File: src/rtl/ifetch_pkg.sv
// Shared types and constants for the instruction fetch memory block.
package ifetch_pkg;

    typedef enum logic [1:0] {
        IDLE = 2'd0,
        RUN  = 2'd1,
        HALT = 2'd2
    } fetch_state_e;

    localparam logic [8:0] HALT_OP_DEFAULT = 9'b1_1111_1111;

endpackage

File: src/rtl/inst_mem_array.sv
// Instruction storage: synchronous write port and a registered read port.
// Only the read register is reset; the array keeps its contents.
module inst_mem_array
    import ifetch_pkg::*;
#(
    parameter int AW = 8,
    parameter int DW = 9
) (
    input  logic          clk,
    input  logic          rst_n,
    input  logic          we,
    input  logic [AW-1:0] waddr,
    input  logic [DW-1:0] wdata,
    input  logic          re,
    input  logic [AW-1:0] raddr,
    output logic [DW-1:0] rdata
);

    logic [DW-1:0] mem [2**AW];
    logic [DW-1:0] rdata_q, rdata_d;

    always_ff @(posedge clk) begin
        if (we) begin
            mem[waddr] <= wdata;
        end
    end

    // The read register holds its word whenever no read is requested.
    always_comb begin
        rdata_d = rdata_q;
        if (re) begin
            rdata_d = mem[raddr];
        end
    end

    always_ff @(posedge clk or negedge rst_n) begin
        if (!rst_n) begin
            rdata_q <= '0;
        end else begin
            rdata_q <= rdata_d;
        end
    end

    assign rdata = rdata_q;

endmodule

File: src/rtl/inst_fetch_mem.sv
// Writable instruction memory with internal fetch PC, stall, jump,
// PC-relative branch with squash, and halt-opcode detection.
module inst_fetch_mem
    import ifetch_pkg::*;
#(
    parameter int            IW      = 8,
    parameter int            DW      = 9,
    parameter logic [DW-1:0] HALT_OP = DW'(HALT_OP_DEFAULT)
) (
    input  logic          Clk,
    input  logic          Reset_n,
    input  logic          LoadEn,
    input  logic [IW-1:0] LoadAddr,
    input  logic [DW-1:0] LoadData,
    input  logic          Start,
    input  logic [IW-1:0] StartAddr,
    input  logic          Stall,
    input  logic          Jump,
    input  logic [IW-1:0] JumpTarget,
    input  logic          BranchRel,
    input  logic [IW-1:0] BranchOffset,
    output logic [DW-1:0] InstOut,
    output logic          InstValid,
    output logic [IW-1:0] PcOut,
    output logic          Halted
);

    fetch_state_e  state_q, state_d;
    logic [IW-1:0] fpc_q, fpc_d;
    logic [IW-1:0] pc_q, pc_d;
    logic          valid_q, valid_d;
    logic          mem_we, mem_re;
    logic [DW-1:0] mem_rdata;
    logic [IW-1:0] branch_target;

    // An IW-bit add is the same as sign-extending the offset and wrapping.
    assign branch_target = pc_q + BranchOffset;
    assign mem_we        = LoadEn && (state_q != RUN);

    inst_mem_array #(
        .AW (IW),
        .DW (DW)
    ) u_mem (
        .clk   (Clk),
        .rst_n (Reset_n),
        .we    (mem_we),
        .waddr (LoadAddr),
        .wdata (LoadData),
        .re    (mem_re),
        .raddr (fpc_q),
        .rdata (mem_rdata)
    );

    always_comb begin
        state_d = state_q;
        fpc_d   = fpc_q;
        pc_d    = pc_q;
        valid_d = valid_q;
        mem_re  = 1'b0;
        case (state_q)
            IDLE, HALT: begin
                if (Start) begin
                    fpc_d   = StartAddr;
                    state_d = RUN;
                    valid_d = 1'b0;
                end
            end
            RUN: begin
                // Halt outranks redirects; a redirect squashes the sequential fetch.
                if (!Stall) begin
                    if (valid_q && (mem_rdata == HALT_OP)) begin
                        state_d = HALT;
                        valid_d = 1'b0;
                    end else if (valid_q && (Jump || BranchRel)) begin
                        fpc_d   = Jump ? JumpTarget : branch_target;
                        valid_d = 1'b0;
                    end else begin
                        mem_re  = 1'b1;
                        pc_d    = fpc_q;
                        valid_d = 1'b1;
                        fpc_d   = fpc_q + 1'b1;
                    end
                end
            end
            default: begin
                state_d = IDLE;
                valid_d = 1'b0;
            end
        endcase
    end

    always_ff @(posedge Clk or negedge Reset_n) begin
        if (!Reset_n) begin
            state_q <= IDLE;
            fpc_q   <= '0;
            pc_q    <= '0;
            valid_q <= 1'b0;
        end else begin
            state_q <= state_d;
            fpc_q   <= fpc_d;
            pc_q    <= pc_d;
            valid_q <= valid_d;
        end
    end

    assign InstOut   = mem_rdata;
    assign InstValid = valid_q;
    assign PcOut     = pc_q;
    assign Halted    = (state_q == HALT);

endmodule

File: config.mk
export PLATFORM = sky130hd
export DESIGN_NAME = inst_fetch_mem
export DESIGN_NICKNAME = d
export VERILOG_FILES = /design/src/rtl/ifetch_pkg.sv /design/src/rtl/inst_mem_array.sv /design/src/rtl/inst_fetch_mem.sv
export SDC_FILE = /design/constraint.sdc
export NUM_CORES = 2
export LEC_CHECK = 0
export ABC_AREA = 1
export BUFFER_PORTS_ARGS = -buffer_cell sky130_fd_sc_hd__buf_2
export CAP_MARGIN = 10
export CORE_ASPECT_RATIO = 0.6
export CORE_MARGIN = 2
export CORE_UTILIZATION = 46
export DETAILED_ROUTE_END_ITERATION = 16
export HOLD_SLACK_MARGIN = 0.15
export PLACE_DENSITY = 0.67
export SETUP_SLACK_MARGIN = 0.3
export SLEW_MARGIN = 5
export SYNTH_ARGS = -nofsm -noshare
export SYNTH_HDL_FRONTEND = slang
export SYNTH_HIERARCHICAL = 1
export SYNTH_SLANG_ARGS = --single-unit
File: constraint.sdc
create_clock -name Clk -period 6.73 [get_ports Clk]
set_clock_uncertainty 0.15 [all_clocks]
set_input_delay 0.673 -clock Clk [delete_from_list [all_inputs] [get_ports Clk]]
set_output_delay 0.673 -clock Clk [all_outputs]
set_load 0.01 [all_outputs]
==> flow_summary.yaml <==
die:
  rows: 129
  floorplan.die.height_microns: 356.4
  start_util_pct: 46.22
  floorplan.die_area_sq_mm: 0.2107
  boundaryPins: 67
  core_area_sq_mm: 0.2060
  floorplan.die.width_microns: 591.3
layout:
  num-nets-final: 7966
  drive_above_1_share_pct: 5.666
  stdcell_area_sq_mm: 0.1039
  p_r_area_growth_vs_syn_pct: 9.169
  final_core_util_pct: 50.46
routing:
  vias: 64010
  drt_pre_antenna_iters: 8
  antenna_violating_nets_post_route: 0
  wire_per_inst_microns: 24.79
  initial_drt_markers: 9737
  drc_errors: 0
  avgViaCountPerCell: 5.914
  route.final.wire_length_microns: 268300
worst_setup_path:
  worstSetupStartpointType: "flop"
  rrSetupSlack_ns: 2.37
  endpoint_of_the_worst_register_to_register_path: "u_mem/rdata[8]$_DFFE_PN0P_"
  type_of_the_worst_setup_path: "flop to flop"
  critPathRequiredTime_ns: 7.32
  reg2reg_depth: 11
  timing.rr.start: "fpc_q[1]$_DFFE_PN0P_"
  setup.worst_path.start: "fpc_q[1]$_DFFE_PN0P_"
  critical_path.endpoint_type: "flop"
  critical_path.max_fanout: 61
  cp_data_arrival_time_ns: 4.96
logic_synthesis:
  synth-async-reset-ratio_pct: 1.201
  ys.flop_type: "sky130_fd_sc_hd__edfxtp_1"
  post-synth-top-area-fraction_pct: 72.68
  synthTopCellsByCount: "2432 x sky130_fd_sc_hd__nand2_1, 2315 x sky130_fd_sc_hd__nand3_1, 2304 x sky130_fd_sc_hd__edfxtp_1"
  synthesis.instances: 8066
  postSynthAreaPerCell_sq_um: 11.80
  netlist.top_cell.by_area: "sky130_fd_sc_hd__edfxtp_1"
  yosys.cell_types.count: 36
  syn_nets: 8123
  synth.cell_area_sq_mm: 0.09519
  yosysSeqAreaShare_pct: 73.42
  ranking_of_synthesized_cells_by_area: "sky130_fd_sc_hd__edfxtp_1 73%, sky130_fd_sc_hd__nand3_1 12%, sky130_fd_sc_hd__nand2_1 9.6%"
  synth_seq_cells: 2332
  yosysMostFrequentCell: "sky130_fd_sc_hd__nand2_1"
  ys_warn_count: 6
  synth_edf_count: 2304
power_and_ir_drop:
  power-per-cell-area_mw_per_mm2: 392.9
  leakage_dissipation_nw: 35.75
  max-vdd-ir-drop_mv: 0.4191
run_status:
  run_status: "complete, no violations"
sta:
  fin_hold_ws_ns: 0.1847
  report.final.hold_viol_count: 0
  setup_total_negative_slack_ns: 0
  layout_worst_path_cycle_share_pct: 64.81
  achievable-frequency_ghz: 0.2293
  worst-slew-pin-transition_ns: 1.330
  maxSlewHeadroom_pct: 11.02
  slew_violations: 0
  post-route-min-period_ns: 4.362
  setup-violations-final: 0
  rsz0062_at_grt: "no"
clocking:
  cts.sink_count: 2332
  cts.clk_slew.worst_paths_ns: 0.07
  clk-insertion-delay-late_ns: 0.86
  cts_inserted_buffers: 205
  cts-htree-levels: 4
  ctsResizeCount: 0
  tritoncts_clock_tree: "yes"
  cts-root-to-sink-buffers: 4
  clockRootBuffer: "sky130_fd_sc_hd__clkbuf_16"
grt:
  grt-ovfl-total: 0
  first_global_vias: 58420
  grtUsageTotal_pct: 24.93
  grt_antenna_before_repair: 15
  first_pass_grt_wire_length_microns: 391900
  pin_count_of_the_biggest_net_entering_global_routing: 241
min_path:
  min_path_type: "input port to flop"
  worst_hold_path.num_cells: 1
  timing.hold.worst.start: "LoadData[5]"
  min_to: "u_mem/mem[60][5]$_DFFE_PP_"
placed_design:
  dpl-instance-area_sq_mm: 0.09744
  gp_congestion: 0.9126
  place.port_buffers: 66
  dp_hpwl_microns: 148800
job:
  max_cap_viol_count: 0
power by group:
part	switching (W)	internal (W)	total, W	leakage, nW
Combinational	0.00972	0.00333	0.0131	11.6
Sequential	0.000340	0.0160	0.0164	21.0
Clock	0.00517	0.00623	0.0114	3.07
Total	0.0152	0.0256	0.0408	35.7
timing repair:
| action | CTS | global route |
|---|---|---|
| hold buffers | 17 | 0 |
| setup endpoints to repair | 0 | 0 |
| hold endpoints to repair | 42 | 0 |
| buffers inserted | 0 | 0 |
worst max-delay path: stages (launching register included):
cell,delay (ns)
sky130_fd_sc_hd__dfrtp_4,0.81
sky130_fd_sc_hd__buf_4,0.74
sky130_fd_sc_hd__buf_4,0.72
sky130_fd_sc_hd__nand3_1,0.15
sky130_fd_sc_hd__nand3_1,0.31
sky130_fd_sc_hd__nand3_1,0.17
sky130_fd_sc_hd__nand3_1,0.26
sky130_fd_sc_hd__nand3_1,0.27
sky130_fd_sc_hd__nand3_1,0.27
sky130_fd_sc_hd__nand3_1,0.15
sky130_fd_sc_hd__nand3_1,0.13
sky130_fd_sc_hd__nand2_1,0.06
metrics by stage:
stage / setup slack [ns] / total power, W / cells
5_1_grt: 2.230 / 0.04247 / 10820
4_1_cts: 2.580 / 0.04051 / 10820
6_report: 2.368 / 0.04083 / 10820
3_3_place_gp: 2.568 / 0.02917 / 10440
2_1_floorplan: 4.223 / 0.02475 / 8066
3_5_place_dp: 2.567 / 0.02923 / 10440
registers in the layout (all words and copies together), names as in the netlist:
signal,cells
InstValid,1
PcOut,8
fpc_q,8
state_q,2
u_mem/mem,2304
u_mem/rdata,9
layout by cell type (no fill, tap or decap), types with 5 or more instances in the layout:
cell	n
sky130_fd_sc_hd__dlygate4sd3_1	17
sky130_fd_sc_hd__o21ai_1	12
sky130_fd_sc_hd__clkinv_1	43
sky130_fd_sc_hd__buf_12	23
sky130_fd_sc_hd__clkbuf_16	211
sky130_fd_sc_hd__clkinv_2	32
sky130_fd_sc_hd__dfrtp_1	22
sky130_fd_sc_hd__a21oi_1	6
sky130_fd_sc_hd__ha_1	8
sky130_fd_sc_hd__clkbuf_1	56
sky130_fd_sc_hd__buf_2	57
sky130_fd_sc_hd__buf_8	9
sky130_fd_sc_hd__nand3_1	2315
sky130_fd_sc_hd__buf_4	70
sky130_fd_sc_hd__o21ai_0	6
sky130_fd_sc_hd__clkinvlp_4	6
sky130_fd_sc_hd__nor2_1	310
sky130_fd_sc_hd__inv_1	61
sky130_fd_sc_hd__diode_2	7
sky130_fd_sc_hd__nand2_1	2432
sky130_fd_sc_hd__bufinv_16	12
sky130_fd_sc_hd__edfxtp_1	2304
sky130_fd_sc_hd__dfrtp_4	5
per-layer routing:
| metal | wire length [microns] | GRT usage (%) | share of wire [%] |
|---|---|---|---|
| met2 | 110800 | 34.15 | 41 |
| met5 | 72 | 0 | 0.027 |
| met3 | 39150 | 8.842 | 15 |
| met1 | 112100 | 37.76 | 42 |
| met4 | 6131 | 5.725 | 2.3 |
layout make-up:
class                           count  area [sq um]
Antenna cell                        7         17.52
Sequential cell                  2332         69910
Clock inverter                     92         738.2
Clock buffer                      271          5545
Timing Repair Buffer              177          1588
Tap cell                         2751          3442
Fill cell                       17650        102000
Multi-Input combinational cell   5119         22360
Inverter                           74         322.8
how the worst max path moves through the flow:
stage               depth (start not counted)                     endpoint  slack (ns)
global placement                           11   u_mem/rdata[5]$_DFFE_PN0P_        2.57
floorplan                                   6  u_mem/mem[197][0]$_DFFE_PP_        4.22
finish                                     11   u_mem/rdata[8]$_DFFE_PN0P_        2.37
global route                               11   u_mem/rdata[5]$_DFFE_PN0P_        2.23
CTS                                        11   u_mem/rdata[5]$_DFFE_PN0P_        2.58
detailed placement                         11   u_mem/rdata[5]$_DFFE_PN0P_        2.57
cells by family (layout without fill, tap and decap cells):
family | Yosys count | in the layout | share of synthesized area, %
AOI/OAI and AO/OA | 30 | 30 | 0.1827
buffers and inverters | 615 | 614 | 3.097
other | 0 | 7 | 0
xor gates and xnor gates | 4 | 4 | 0.03681
adders and majority gates | 9 | 9 | 0.1262
and+or+nand+nor | 5076 | 5076 | 23.14
DFF | 2332 | 2332 | 73.42
(Power assumes the default switching activity.)
